**config.mk**
```make
export PLATFORM = sky130hd
export DESIGN_NAME = slot_map_ctrl
export DESIGN_NICKNAME = d
export VERILOG_FILES = /design/src/rtl/slot_map_ctrl.sv
export SDC_FILE = /design/constraint.sdc
export NUM_CORES = 1
export LEC_CHECK = 0
export BUFFER_PORTS_ARGS = -buffer_cell sky130_fd_sc_hd__buf_4
export CAP_MARGIN = 20
export CORE_MARGIN = 2
export CORE_UTILIZATION = 45
export DETAILED_ROUTE_END_ITERATION = 8
export PLACE_DENSITY = 0.77
export SLEW_MARGIN = 25
export SYNTH_ARGS = -nofsm -noshare
export SYNTH_HDL_FRONTEND = slang
export SYNTH_SLANG_ARGS = --single-unit
export TNS_END_PERCENT = 50
```
**constraint.sdc**
```tcl
create_clock -name clk -period 2.8 [get_ports clk]
set_clock_uncertainty 0.15 [all_clocks]
set_input_delay 0.56 -clock clk [delete_from_list [all_inputs] [get_ports clk]]
set_output_delay 0.56 -clock clk [all_outputs]
set_load 0.02 [all_outputs]
```
**src/rtl/slot_map_ctrl.sv**
```systemverilog
// slot_map_ctrl: MSX primary/secondary slot registers with CPU decode and a sequenced host access port
module slot_map_ctrl #(
    parameter logic [7:0] PSLOT_INIT = 8'h00,
    parameter logic [7:0] SSLOT_INIT = 8'h00
) (
    input  logic        clk,
    input  logic        reset_n,
    input  logic [15:0] cpu_addr,
    input  logic [7:0]  cpu_data,
    input  logic        cpu_req,
    input  logic        cpu_wr,
    input  logic        cpu_rd,
    input  logic        cpu_mreq,
    input  logic        cpu_iorq,
    input  logic [3:0]  expander_en,
    input  logic        host_req,
    input  logic        host_we,
    input  logic [2:0]  host_sel,
    input  logic [7:0]  host_wdata,
    output logic        host_busy,
    output logic        host_ack,
    output logic [7:0]  host_rdata,
    output logic [7:0]  primary_reg,
    output logic [1:0]  active_slot,
    output logic [1:0]  active_subslot,
    output logic [7:0]  data,
    output logic        output_rq
);
    typedef enum logic [1:0] {IDLE, WAIT, ACK} state_t;

    state_t     state_q;
    logic [7:0] primary_q;
    logic [7:0] sub_q [4];
    logic       we_q;
    logic [2:0] sel_q;
    logic [7:0] wdata_q;
    logic       ack_q;
    logic [7:0] rdata_q;
    logic [1:0] page;
    logic [1:0] slot3;
    logic       pwr, prd, ss_hit, swr, srd;
    logic [7:0] host_val;

    // CPU decode, slot resolution, CPU read mux and host target value; the 0xFFFF register belongs to the page-3 slot
    always_comb begin
        page           = cpu_addr[15:14];
        slot3          = primary_q[7:6];
        pwr            = cpu_req & cpu_iorq & cpu_wr & (cpu_addr[7:0] == 8'hA8);
        prd            = cpu_iorq & cpu_rd & (cpu_addr[7:0] == 8'hA8);
        ss_hit         = cpu_mreq & (cpu_addr == 16'hFFFF) & expander_en[slot3];
        swr            = ss_hit & cpu_wr & cpu_req;
        srd            = ss_hit & cpu_rd;
        active_slot    = primary_q[{page, 1'b0} +: 2];
        active_subslot = sub_q[active_slot][{page, 1'b0} +: 2];
        data           = srd ? ~sub_q[slot3] : prd ? primary_q : 8'hFF;
        output_rq      = srd | prd;
        host_val       = sel_q[2] ? ((sel_q[1:0] == 2'd0) ? primary_q : 8'hFF) : sub_q[sel_q[1:0]];
    end

    // Register file and host FSM; host commits only in cycles without cpu_req so the two writers never collide
    always_ff @(posedge clk or negedge reset_n) begin
        if (!reset_n) begin
            state_q   <= IDLE;
            primary_q <= PSLOT_INIT;
            for (int i = 0; i < 4; i++) sub_q[i] <= SSLOT_INIT;
            we_q      <= 1'b0;
            sel_q     <= 3'd0;
            wdata_q   <= 8'h00;
            ack_q     <= 1'b0;
            rdata_q   <= 8'h00;
        end else begin
            ack_q <= 1'b0;
            if (pwr) primary_q <= cpu_data;
            if (swr) sub_q[slot3] <= cpu_data;
            case (state_q)
                IDLE: if (host_req) begin
                    we_q    <= host_we;
                    sel_q   <= host_sel;
                    wdata_q <= host_wdata;
                    state_q <= WAIT;
                end
                WAIT: if (!cpu_req) begin
                    if (we_q && !sel_q[2]) sub_q[sel_q[1:0]] <= wdata_q;
                    if (we_q && sel_q == 3'd4) primary_q <= wdata_q;
                    if (!we_q || sel_q > 3'd4) rdata_q <= host_val;
                    ack_q   <= 1'b1;
                    state_q <= ACK;
                end
                default: state_q <= IDLE;
            endcase
        end
    end

    assign host_busy   = (state_q != IDLE);
    assign host_ack    = ack_q;
    assign host_rdata  = rdata_q;
    assign primary_reg = primary_q;
endmodule

```
* After elaboration in Yosys (flattened, before gate mapping)
Cells that the tools add are included.
** Operators by class
- Order comparisons :: 7
- Eq/ne operators :: 6
- Shift operators :: 2
- Mux-type cells :: 34
- Bitwise gates (word level) :: 16
- Reductions and logical operators :: 13
** Operators by type and width (number)
- $mux W32 :: 4
- $mux W8 :: 16
- $bwmux W32 :: 2
- $bmux W8 S2 :: 3
- $demux W8 S2 :: 2
- $eq A16 B16 Y1 const B :: 1
- $shiftx A8 B4 Y2 :: 2
- $and A1 B1 Y1 :: 10
- $ge A3 B3 Y1 const B :: 3
- $not A2 Y3 :: 3
- $eq A8 B8 Y1 const B :: 1
- $not A8 Y8 :: 1
- $lt A3 B1 Y1 const B :: 2
- $logic_and A1 B1 Y1 :: 4
- $logic_not A2 Y1 :: 2
- $mux W2 :: 2
- $ne A2 B2 Y1 const B :: 2
- $pmux W2 S2 :: 1
- $reduce_and A2 Y1 :: 2
- $eq A3 B3 Y1 const B :: 1
- $gt A3 B3 Y1 const B :: 1
- $lt A2 B3 Y1 const B :: 1
- $mux W1 :: 3
- $reduce_and A3 Y1 :: 1
- 7 further kinds :: 8
** Word-level totals
- Flip-flop bits (word level) :: 63
- Output and inout bits :: 31
- Word-level logic and storage cells :: 89

* Logic depth before layout (Yosys ltp)
Gate-level depths: netlist (run 1).
- Depth after elaboration :: 11
- Mapped depth :: 8
- Depth with buffers taken out :: 5

* Worst setup path after synthesis (run 1)
OpenSTA, ideal clock, no wires.
- Kind :: flip-flop to output port
- Start point :: register primary_q[6] (netlist: primary_reg[6])
- End point :: output port active_subslot[0]
- Data arrival time :: 1.900 ns
- Required time :: 2.090 ns
- Setup slack :: 0.190 ns
- Cell stages (with the launch flop) :: 6
- Path buffers :: 1
- Path through :: dfrtp_1 buf_4 mux4_2 mux2_2 o21ai_0 nand3_1
** Between the ends
- Word-level cells in the longest chain between the ends :: 6
** RTL lines
- from (decl) :: line 32 : logic [7:0] primary_q;
- from (signal assigned) :: line 73 : if (pwr) primary_q <= cpu_data;
- from (signal assigned) :: line 84 : if (we_q && sel_q == 3'd4) primary_q <= wdata_q;
- $shiftx A8 B4 Y2 :: line 53 : active_slot = primary_q[{page, 1'b0} +: 2];
- named net active_slot[0] :: line 24 : output logic [1:0] active_slot,
- $not A2 Y3 (not written as such) :: line 54 : active_subslot = sub_q[active_slot][{page, 1'b0} +: 2];
- $bmux W8 S2 :: line 54
- $mux W8 (not written as such) (2 in a row) :: line 54
- $shiftx A8 B4 Y2 :: line 54
- to (decl) :: line 25 : output logic [1:0] active_subslot,
The timed path passes the listed nets, and every way through them passes these cells. The select of a mux whose other input is x is not followed.

* Final worst setup path (run 1)
- Start point :: register primary_q[6] (netlist: primary_reg[6])
- End point :: output port active_subslot[0]
** Between the ends
- Word-level cells in the longest chain between the ends :: 6
** RTL lines (line)
- $shiftx A8 B4 Y2 :: 53
- $not A2 Y3 (not written as such) :: 54
- $bmux W8 S2 :: 54
- $mux W8 (not written as such) (2 in a row) :: 54
- $shiftx A8 B4 Y2 :: 54
Every way passes these cells. The select of a mux whose other input is x is not followed.

==> results_dict.tcl, run 1 <==
set metrics [dict create \
    p_per_area_nw_per_um2 885 \
    coreArea_sq_um 8260 \
    slowest_stage "mux4_2" \
    avgRoutedWirePerCell_um 19.6 \
    setup_viol 2 \
    crit_buf_inv 1 \
    crit_family "multiplexers" \
    hold_violations 0 \
    avgSynthCellArea_sq_um 10.4 \
    cts_buffers 9 \
    fmax_mhz 347 \
    clockBufferDepth 2 \
    initialDrtViolationCount 218 \
    min_period_ns 2.88 \
    fin_tns_setup_ns -0.153 \
    fin_nets 515 \
    synth-seq-cells 63 \
    routabilityCongestion 0.930 \
    yosys-top-cells-area "dfrtp_1 (41%), mux2i_1 (15%), mux4_2 (9.3%)" \
    dr.pass1.iters 4 \
    p_total_w 0.00440 \
    holdWs_ns 0.146 \
    holdCritPathClass "in -> async" \
    async_reset_ff_frac 1.00 \
    irDropWorstVdd_mv 0.449 \
    drv_cap 0 \
    ios 79 \
    synth.yosys.seq_area_share 0.408 \
    cts_root_buffer "clkbuf_8" \
    crit_arrival_ns 2.17 \
    layout-drive-gt1-share 0.388 \
    path_depth 5 \
    regArea_sq_um 1580 \
    initial_core_util 0.468 \
    crit_chain "mux4_2 -> mux2_4 -> o21ai_2 -> nand3_2 -> buf_6" \
    yosysMostFrequentCell "dfrtp_1" \
    outcome "finished, violations left" \
    crit_path_max_fanout 5 \
    crit_path_end_kind "primary output" \
    multi_input_area_sq_um 2230 \
    grt_antenna_before_repair 0 \
    critPathKind "reg -> out" \
    wl_um 11300 \
    ys_warn_count 0 \
    syn_nets 419 \
    grt_pass1_wl_um 18100 \
    clkTransAtPathRegs_ns 0.07 \
    largest_register "sub_q" \
    fin_crit_sh 1.03 \
    hold_buffers 0 \
    die_w_um 96.7 \
    reg2reg_depth 8 \
    start_kind "register" \
    netlist_top_cells_count "dfrtp_1 (63), nand2_1 (60), mux2i_1 (59), o21ai_0 (47), mux2_2 (20)" \
    area_growth_pct 28.5 \
    slew_headroom 0.474 \
    fp.dieH_um 96.7 \
    htreeDepth 3 \
    dr_total_vias 3411 \
    drc 0 \
    rsz0062_at_grt "true" \
    numPortBuffers 78 \
    cts_tree "yes" \
    netlist_area_sq_um 3860 \
    finalMaxSlewViolations 0 \
    largest_reg_flops 32 \
    clock_latency_ns 0.34 \
    num_rows 33 \
    grt_util_all_layers 0.246 \
    via_per_inst 5.91 \
    yosysTopAreaCellShare 0.408 \
    grt_pass1_vias 3378 \
    synthDistinctLibCells 35 \
    grt_max_degree 64 \
    slowest_delay_ns 0.61 \
    ys.flop_type "dfrtp_1" \
    die-area_sq_um 9350 \
    dp_hpwl_um 7960 \
    violations "negative setup slack" \
    synth_edf_count 0 \
    cp.required_ns 2.09 \
    postSynthCellCount 371 \
    pre_cts_slack_ns 0.0351 \
    synth_top_cell_by_area "dfrtp_1" \
    tightest_slew_ns 0.788 \
    nFillCells 705 \
    grt-ovfl-total 0 \
    cts_sinks 63 \
    timing.final.ws_setup_ns -0.0813 \
    antenna_cells 0 \
    ant_nets 0 \
    cellLeakagePower_nw 2.33 \
]
[metal layers]
| metal | vias to the layer above | routed length [um] | GRT usage |
|---|---|---|---|
| met5 | - | 0 | 0 |
| met4 | 0 | 241 | 0.0856 |
| met3 | 19 | 973 | 0.0773 |
| met2 | 166 | 5260 | 0.366 |
| met1 | 1667 | 4810 | 0.340 |
| li1 | 1559 | - | - |
[worst paths after layout]
path / startpoint / to / slack (ns)
max: primary_reg[6] / active_subslot[0] / -0.08
max in group asynchronous: reset_n / primary_reg[6] / 1.78
min: reset_n / wdata_q[3] / 0.15
max reg2reg: primary_reg[6] / sub_q[1] / 0.48
min in group clk: cpu_req / state_q[1] / 0.26
min reg2reg: host_rdata[7] / host_rdata[7] / 0.34
[cells in the final DEF, fill, tap and decap left out, types with 2 or more instances in the layout]
| master | instances |
|---|---|
| mux2i_1 | 58 |
| buf_4 | 104 |
| a21oi_1 | 2 |
| o22a_1 | 2 |
| clkinv_2 | 3 |
| mux4_2 | 16 |
| nor2_1 | 17 |
| nand2_1 | 60 |
| o21ai_2 | 2 |
| nor4_2 | 2 |
| o22ai_1 | 8 |
| inv_1 | 4 |
| nand4b_1 | 3 |
| clkbuf_1 | 2 |
| buf_6 | 4 |
| dfrtp_1 | 62 |
| nor3b_2 | 3 |
| a21oi_2 | 5 |
| a311oi_1 | 2 |
| o21ai_1 | 10 |
| mux2_4 | 2 |
| a211oi_1 | 2 |
| clkbuf_8 | 10 |
| nand4_1 | 3 |
| o21ai_0 | 45 |
| mux2_2 | 18 |
| o211ai_1 | 2 |
| nand3_2 | 3 |
| nand3b_1 | 3 |
[power by group]
group	total, W	switching (W)	internal [W]
combinational	0.00197	0.000978	0.000994
clock	0.000785	0.000353	0.000432
sequential	0.00164	0.000385	0.00126
total	0.00440	0.00172	0.00268
[per-stage QoR]
stage | util | std cells | instance area, sq um
2_1_floorplan | - | 371 | 3860
3_3_place_gp | 0.565 | 558 | 4670
3_5_place_dp | 0.565 | 558 | 4670
4_1_cts | 0.592 | 575 | 4890
5_1_grt | 0.602 | 577 | 4970
6_report | 0.602 | 577 | 4970
[logic make-up after synthesis]
kind of cell / Yosys count / synth area share
and+or+nand+nor: 105 / 0.140
muxes: 95 / 0.304
AOI/OAI and AO/OA: 81 / 0.114
DFF: 63 / 0.408
buffers and inverters: 27 / 0.0343
[layout make-up]
cell class / instances / area share
Inverter: 4 / 0.00302
Sequential cell: 63 / 0.318
Clock buffer: 12 / 0.0292
Timing Repair Buffer: 108 / 0.166
Clock inverter: 4 / 0.00907
Tap cell: 105 / 0.0264
Multi-Input combinational cell: 281 / 0.448
[timing repair]
item,CTS,global route
gates resized for setup,6,18
endpoints found under the hold margin,0,0
buffers inserted,1,2
setup endpoints to repair,10,10
pin swaps,1,3
(Power assumes the default switching activity.)
==> inputs of run 2 (changes only) <==
--- a/config.mk
+++ b/config.mk
@@ -5,12 +5,12 @@
 export SDC_FILE = /design/constraint.sdc
 export NUM_CORES = 1
 export LEC_CHECK = 0
-export BUFFER_PORTS_ARGS = -buffer_cell sky130_fd_sc_hd__buf_4
+export BUFFER_PORTS_ARGS = -buffer_cell sky130_fd_sc_hd__buf_2
 export CAP_MARGIN = 20
 export CORE_MARGIN = 2
 export CORE_UTILIZATION = 45
 export DETAILED_ROUTE_END_ITERATION = 8
-export PLACE_DENSITY = 0.77
+export PLACE_DENSITY_LB_ADDON = 0.05
 export SLEW_MARGIN = 25
 export SYNTH_ARGS = -nofsm -noshare
 export SYNTH_HDL_FRONTEND = slang
==> run 2 against run 1 <==
The flow still finishes with violations (negative setup slack). Sequential cell count stayed put. Global-route usage increased by 1.3 points. Maximum frequency grew 0.49%. Design area decreased by 2.5%. Sequential share of layout area grew 0.84 points.
==> results_dict.tcl, run 2 (synthesized netlist as in run 1, its figures left out) <==
set metrics [dict create \
    fp.dieH_um 96.7 \
    initialDrtViolationCount 174 \
    reg2reg_to "sub_q[29]" \
    cts_root_buffer "clkbuf_8" \
    grt-ovfl-total 0 \
    crit_family "multiplexers" \
    area_growth_pct 25.3 \
    wl_um 11700 \
    setup_viol 2 \
    cellLeakagePower_nw 2.32 \
    clkTransAtPathRegs_ns 0.08 \
    min_period_ns 2.87 \
    clock_latency_ns 0.35 \
    rsz0062_at_grt "true" \
    grt_pass1_vias 3279 \
    grt_antenna_before_repair 0 \
    num_rows 33 \
    drv_cap 0 \
    slew_headroom 0.519 \
    violations "negative setup slack" \
    final_cell_mix "buf_2 (70), dfrtp_1 (61), nand2_1 (60)" \
    rrSetupSlack_ns 0.39 \
    cp.required_ns 2.09 \
    layout.cells.most_common "buf_2" \
    reg2reg_depth 7 \
    dp_hpwl_um 8170 \
    drc 0 \
    ios 79 \
    slowest_stage "mux4_2" \
    die-area_sq_um 9350 \
    fin_crit_sh 1.02 \
    cts_tree "yes" \
    cts_buffers 9 \
    slowest_delay_ns 0.61 \
    outcome "finished, violations left" \
    holdWs_ns 0.00238 \
    die_w_um 96.7 \
    clockBufferDepth 2 \
    grt_max_degree 25 \
    grt_pass1_wl_um 18800 \
    tightest_slew_ns 0.721 \
    layout-drive-gt1-share 0.392 \
    crit_buf_inv 1 \
    fin_nets 520 \
    fin_cells 582 \
    holdCritPathClass "in -> async" \
    initial_core_util 0.468 \
    crit_path_max_fanout 5 \
    largest_register "sub_q" \
    crit_arrival_ns 2.16 \
    coreArea_sq_um 8260 \
    dr.pass1.iters 5 \
    critPathKind "reg -> out" \
    numPlacedInstances 562 \
    finalMaxSlewViolations 0 \
    avgRoutedWirePerCell_um 20.1 \
    dr_total_vias 3391 \
    p_total_w 0.00445 \
    irDropWorstVdd_mv 0.424 \
    crit_path_end_kind "primary output" \
    nFillCells 759 \
    fmax_mhz 349 \
    crit_chain "mux4_2 -> mux2_4 -> o21ai_2 -> nand3_2 -> buf_6" \
    htreeDepth 3 \
    grt_util_all_layers 0.259 \
    cts_sinks 63 \
    start_kind "register" \
    hold_buffers 0 \
    worstReg2RegStart "primary_reg[6]" \
    p_per_area_nw_per_um2 918 \
    largest_reg_flops 32 \
    timing.final.ws_setup_ns -0.0671 \
    hold_violations 0 \
    ant_nets 0 \
    routabilityCongestion 0.924 \
    via_per_inst 5.83 \
    numPortBuffers 78 \
    antenna_cells 0 \
]
## run 2: area by class of cell
class                   instances  area (sq um)  share of cell area
multi-input cells             281          2210               0.457
flip-flops and latches         63          1580               0.326
repair buffers                113           681               0.141
clock buffers                  13           159              0.0328
well taps                     105           131              0.0271
clock inverters                 3          65.1              0.0134
inverters                       4          15.0             0.00310
## run 2: metrics by stage
| step | instance area (sq um) | setup slack, ns | TNS [ns] | util |
|---|---|---|---|---|
| floorplan | 3860 | 0.190 | 0 | - |
| global placement | 4500 | 0.0908 | 0 | 0.545 |
| detailed placement | 4500 | 0.0504 | 0 | 0.545 |
| CTS | 4800 | -0.0582 | -0.109 | 0.582 |
| global route | 4840 | -0.111 | -0.207 | 0.587 |
| finish | 4840 | -0.0671 | -0.123 | 0.587 |
## run 2: worst reg2reg max path: stages, from the launching register on
cell and delay [ns]:
dfrtp_2 0.47, mux4_2 0.36, nor3b_4 0.26, buf_4 0.17
and4bb_1 0.40, buf_4 0.22, mux2i_1 0.20, o21ai_1 0.07
## run 2: worst max path at each step
stage                        start  slack, ns                 to  cells past startpoint
floorplan           primary_reg[6]       0.19  active_subslot[0]                      5
global placement    expander_en[3]       0.09            data[5]                      6
detailed placement    cpu_addr[14]       0.05  active_subslot[1]                      6
CTS                 primary_reg[6]      -0.06  active_subslot[1]                      5
global route        primary_reg[6]      -0.11  active_subslot[0]                      7
finish              primary_reg[6]      -0.07  active_subslot[0]                      5
## run 2: power by group
part           switching [W]  internal (W)  leakage [nW]  total, W
logic               0.000928      0.000918          1.40   0.00185
clock network       0.000363      0.000550         0.114  0.000913
registers           0.000430       0.00126         0.805   0.00169
total                0.00172       0.00273          2.32   0.00445
## run 2: layer usage
layer,GRT usage,wire [um],up-vias,share of wire
li1,-,-,1564,-
met1,0.377,5440,1659,0.47
met2,0.386,5210,141,0.45
met3,0.0556,745,27,0.064
met4,0.0845,300,0,0.026
met5,0,0,-,0
## run 2: repair_timing
action / in CTS / in global routing
cloned: 0 / 0
setup buffers: 3 / 1
gates resized for setup: 20 / 10
setup endpoints to repair: 9 / 9
==> inputs of run 3 (changes only) <==
--- a/config.mk
+++ b/config.mk
@@ -5,6 +5,7 @@
 export SDC_FILE = /design/constraint.sdc
 export NUM_CORES = 1
 export LEC_CHECK = 0
+export ABC_AREA = 1
 export BUFFER_PORTS_ARGS = -buffer_cell sky130_fd_sc_hd__buf_2
 export CAP_MARGIN = 20
 export CORE_MARGIN = 2
==> run 3 against run 2 <==
The flow now finishes without violations. Global-route usage increased by 4.6 points. Register-to-register slack better by 0.33 ns. Worst setup slack better by 0.18 ns. Synthesized cell count grew 67%. Die area grew 8.8%. Routed wire length is 28% higher. Largest cell class unchanged. Largest power group unchanged. Highest routed layer unchanged.
==> results_dict.tcl, run 3 <==
set metrics [dict create \
    via_per_inst 5.56 \
    netlist_area_sq_um 4220 \
    post-route-util 0.555 \
    syn_nets 669 \
    layout.cells.most_common "nand2_1" \
    crit_path_end_kind "primary output" \
    synth_top_cell_by_area "dfrtp_1" \
    multi_input_area_sq_um 2190 \
    nFillCells 920 \
    routabilityCongestion 0.925 \
    synth.yosys.seq_area_share 0.374 \
    ys_warn_count 0 \
    antenna_cells 0 \
    synthDistinctLibCells 33 \
    dp_hpwl_um 11300 \
    regArea_sq_um 1580 \
    async_reset_ff_frac 1.00 \
    htreeDepth 3 \
    wl_um 15000 \
    rsz0062_at_grt "true" \
    p_total_w 0.00535 \
    hold_violations 0 \
    start_kind "register" \
    fin_crit_sh 0.961 \
    rrSetupSlack_ns 0.72 \
    grt_max_degree 28 \
    synth_edf_count 0 \
    tightest_slew_ns 0.748 \
    coreArea_sq_um 9150 \
    cellLeakagePower_nw 2.66 \
    drv_cap 0 \
    netlist_top_cells_count "nand2_1 (180), inv_1 (87), nand3_1 (68), dfrtp_1 (63), nor2_1 (48)" \
    drc 0 \
    dr.pass1.iters 5 \
    yosys-top-cells-area "dfrtp_1 (37%), nand2_1 (16%), nand3_1 (8.1%)" \
    irDropWorstVdd_mv 0.540 \
    initialDrtViolationCount 568 \
    ys.flop_type "dfrtp_1" \
    clock_latency_ns 0.35 \
    slew_headroom 0.500 \
    finalMaxSlewViolations 0 \
    cts_sinks 63 \
    largest_reg_flops 32 \
    num_rows 35 \
    fmax_mhz 372 \
    outcome "finished clean" \
    crit_arrival_ns 1.98 \
    cts_buffers 9 \
    grt_pass1_vias 4293 \
    hold_buffers 0 \
    die_w_um 101 \
    synth-seq-cells 63 \
    grt_antenna_before_repair 0 \
    fin_nets 764 \
    clkTransAtPathRegs_ns 0.08 \
    min_period_ns 2.69 \
    grt_pass1_wl_um 23300 \
    grt_util_all_layers 0.304 \
    p_per_area_nw_per_um2 1050 \
    cts_tree "yes" \
    die-area_sq_um 10200 \
    final_cell_mix "nand2_1 (179), inv_1 (86), buf_2 (77)" \
    holdWs_ns 0.0320 \
    avgSynthCellArea_sq_um 6.80 \
    yosysMostFrequentCell "nand2_1" \
    reg2reg_to "primary_reg[1]" \
    grt-ovfl-total 0 \
    cts_root_buffer "clkbuf_8" \
    numPortBuffers 78 \
    reg2reg_depth 10 \
    ios 79 \
    postSynthCellCount 621 \
    initial_core_util 0.461 \
    area_growth_pct 20.4 \
    clockBufferDepth 2 \
    setup_viol 0 \
    holdCritPathClass "in -> async" \
    yosysTopAreaCellShare 0.374 \
    ant_nets 0 \
    avgRoutedWirePerCell_um 18.0 \
    fin_tns_setup_ns 0 \
    cp.required_ns 2.09 \
    layout-drive-gt1-share 0.211 \
    critPathKind "reg -> out" \
    largest_register "sub_q" \
    fp.dieH_um 101 \
    crit_path_max_fanout 8 \
    worstReg2RegStart "sel_q[1]" \
    dr_total_vias 4626 \
]
==> run 3: cell count changes in the layout (fill, tap and decap cells not counted), moves of 20 or more <==
cell | previous run | this run
a21oi_1 | 2 | 22
nor2_1 | 18 | 48
nand2_1 | 60 | 179
buf_4 | 41 | 21
inv_1 | 4 | 86
nand3_1 | 1 | 68
mux2i_1 | 59 | 0
==> run 3: kinds of logic after synthesis <==
logic type,share of synthesized area
AOI/OAI and AO/OA,0.167
buffers and inverters,0.110
DFF,0.374
and+or+nand+nor,0.350
==> run 3: critical path, cell delays in order, from the launching register on <==
cell      delay [ns]
dfrtp_2         0.49
inv_4           0.08
nand2_1         0.05
nand2_1         0.07
nand2_2         0.06
nand2_4         0.09
nand3_4         0.09
nor2_4          0.22
o211ai_1        0.15
o21ai_0         0.11
inv_1           0.05
buf_2           0.15
==> run 3: layout make-up <==
cell class / instances / area share
sequential: 63 / 0.311
timing repair buffer: 100 / 0.115
clock inverter: 6 / 0.0182
clock buffer: 10 / 0.0271
tap: 111 / 0.0273
multi-input combinational: 447 / 0.431
inverter: 95 / 0.0707
==> run 3: what timing repair did <==
item / CTS / global route
buffers inserted: 3 / 3
pin swaps: 2 / 5
cloned: 0 / 0
endpoints found under the setup margin: 6 / 10
resized for setup: 3 / 6
hold endpoints to repair: 0 / 0
==> run 3: per-layer routing <==
layer	global-route usage	vias up	wire [um]
met5	0	-	0
met4	0.0896	0	290
met3	0.0610	24	1530
met2	0.466	265	6600
met1	0.435	2110	6560
li1	-	2227	-
==> run 3: worst max-delay path by stage <==
stage	cells after the start	endpoint	slack (ns)	startpoint
after floorplan	9	active_subslot[0]	0.45	cpu_addr[14]
after global placement	9	data[7]	0.16	cpu_addr[9]
after detailed placement	9	data[7]	0.18	cpu_addr[7]
after CTS	11	data[7]	0.005	primary_reg[6]
after global routing	11	active_subslot[0]	-0.004	primary_reg[6]
final	11	data[7]	0.11	primary_reg[6]
==> run 3: per-stage QoR <==
stage | instances | instance area, sq um | setup slack, ns
4_1_cts | 829 | 5040 | 0.00510
5_1_grt | 832 | 5080 | -0.00398
3_5_place_dp | 810 | 4790 | 0.184
2_1_floorplan | 621 | 4220 | 0.448
3_3_place_gp | 810 | 4790 | 0.164
6_report | 832 | 5080 | 0.109
==> run 3: power by group <==
| part | total (W) | leakage (nW) | internal, W | switching, W |
|---|---|---|---|---|
| sequential | 0.00178 | 0.733 | 0.00133 | 0.000452 |
| combinational | 0.00261 | 1.81 | 0.000899 | 0.00171 |
| clock | 0.000956 | 0.109 | 0.000531 | 0.000426 |
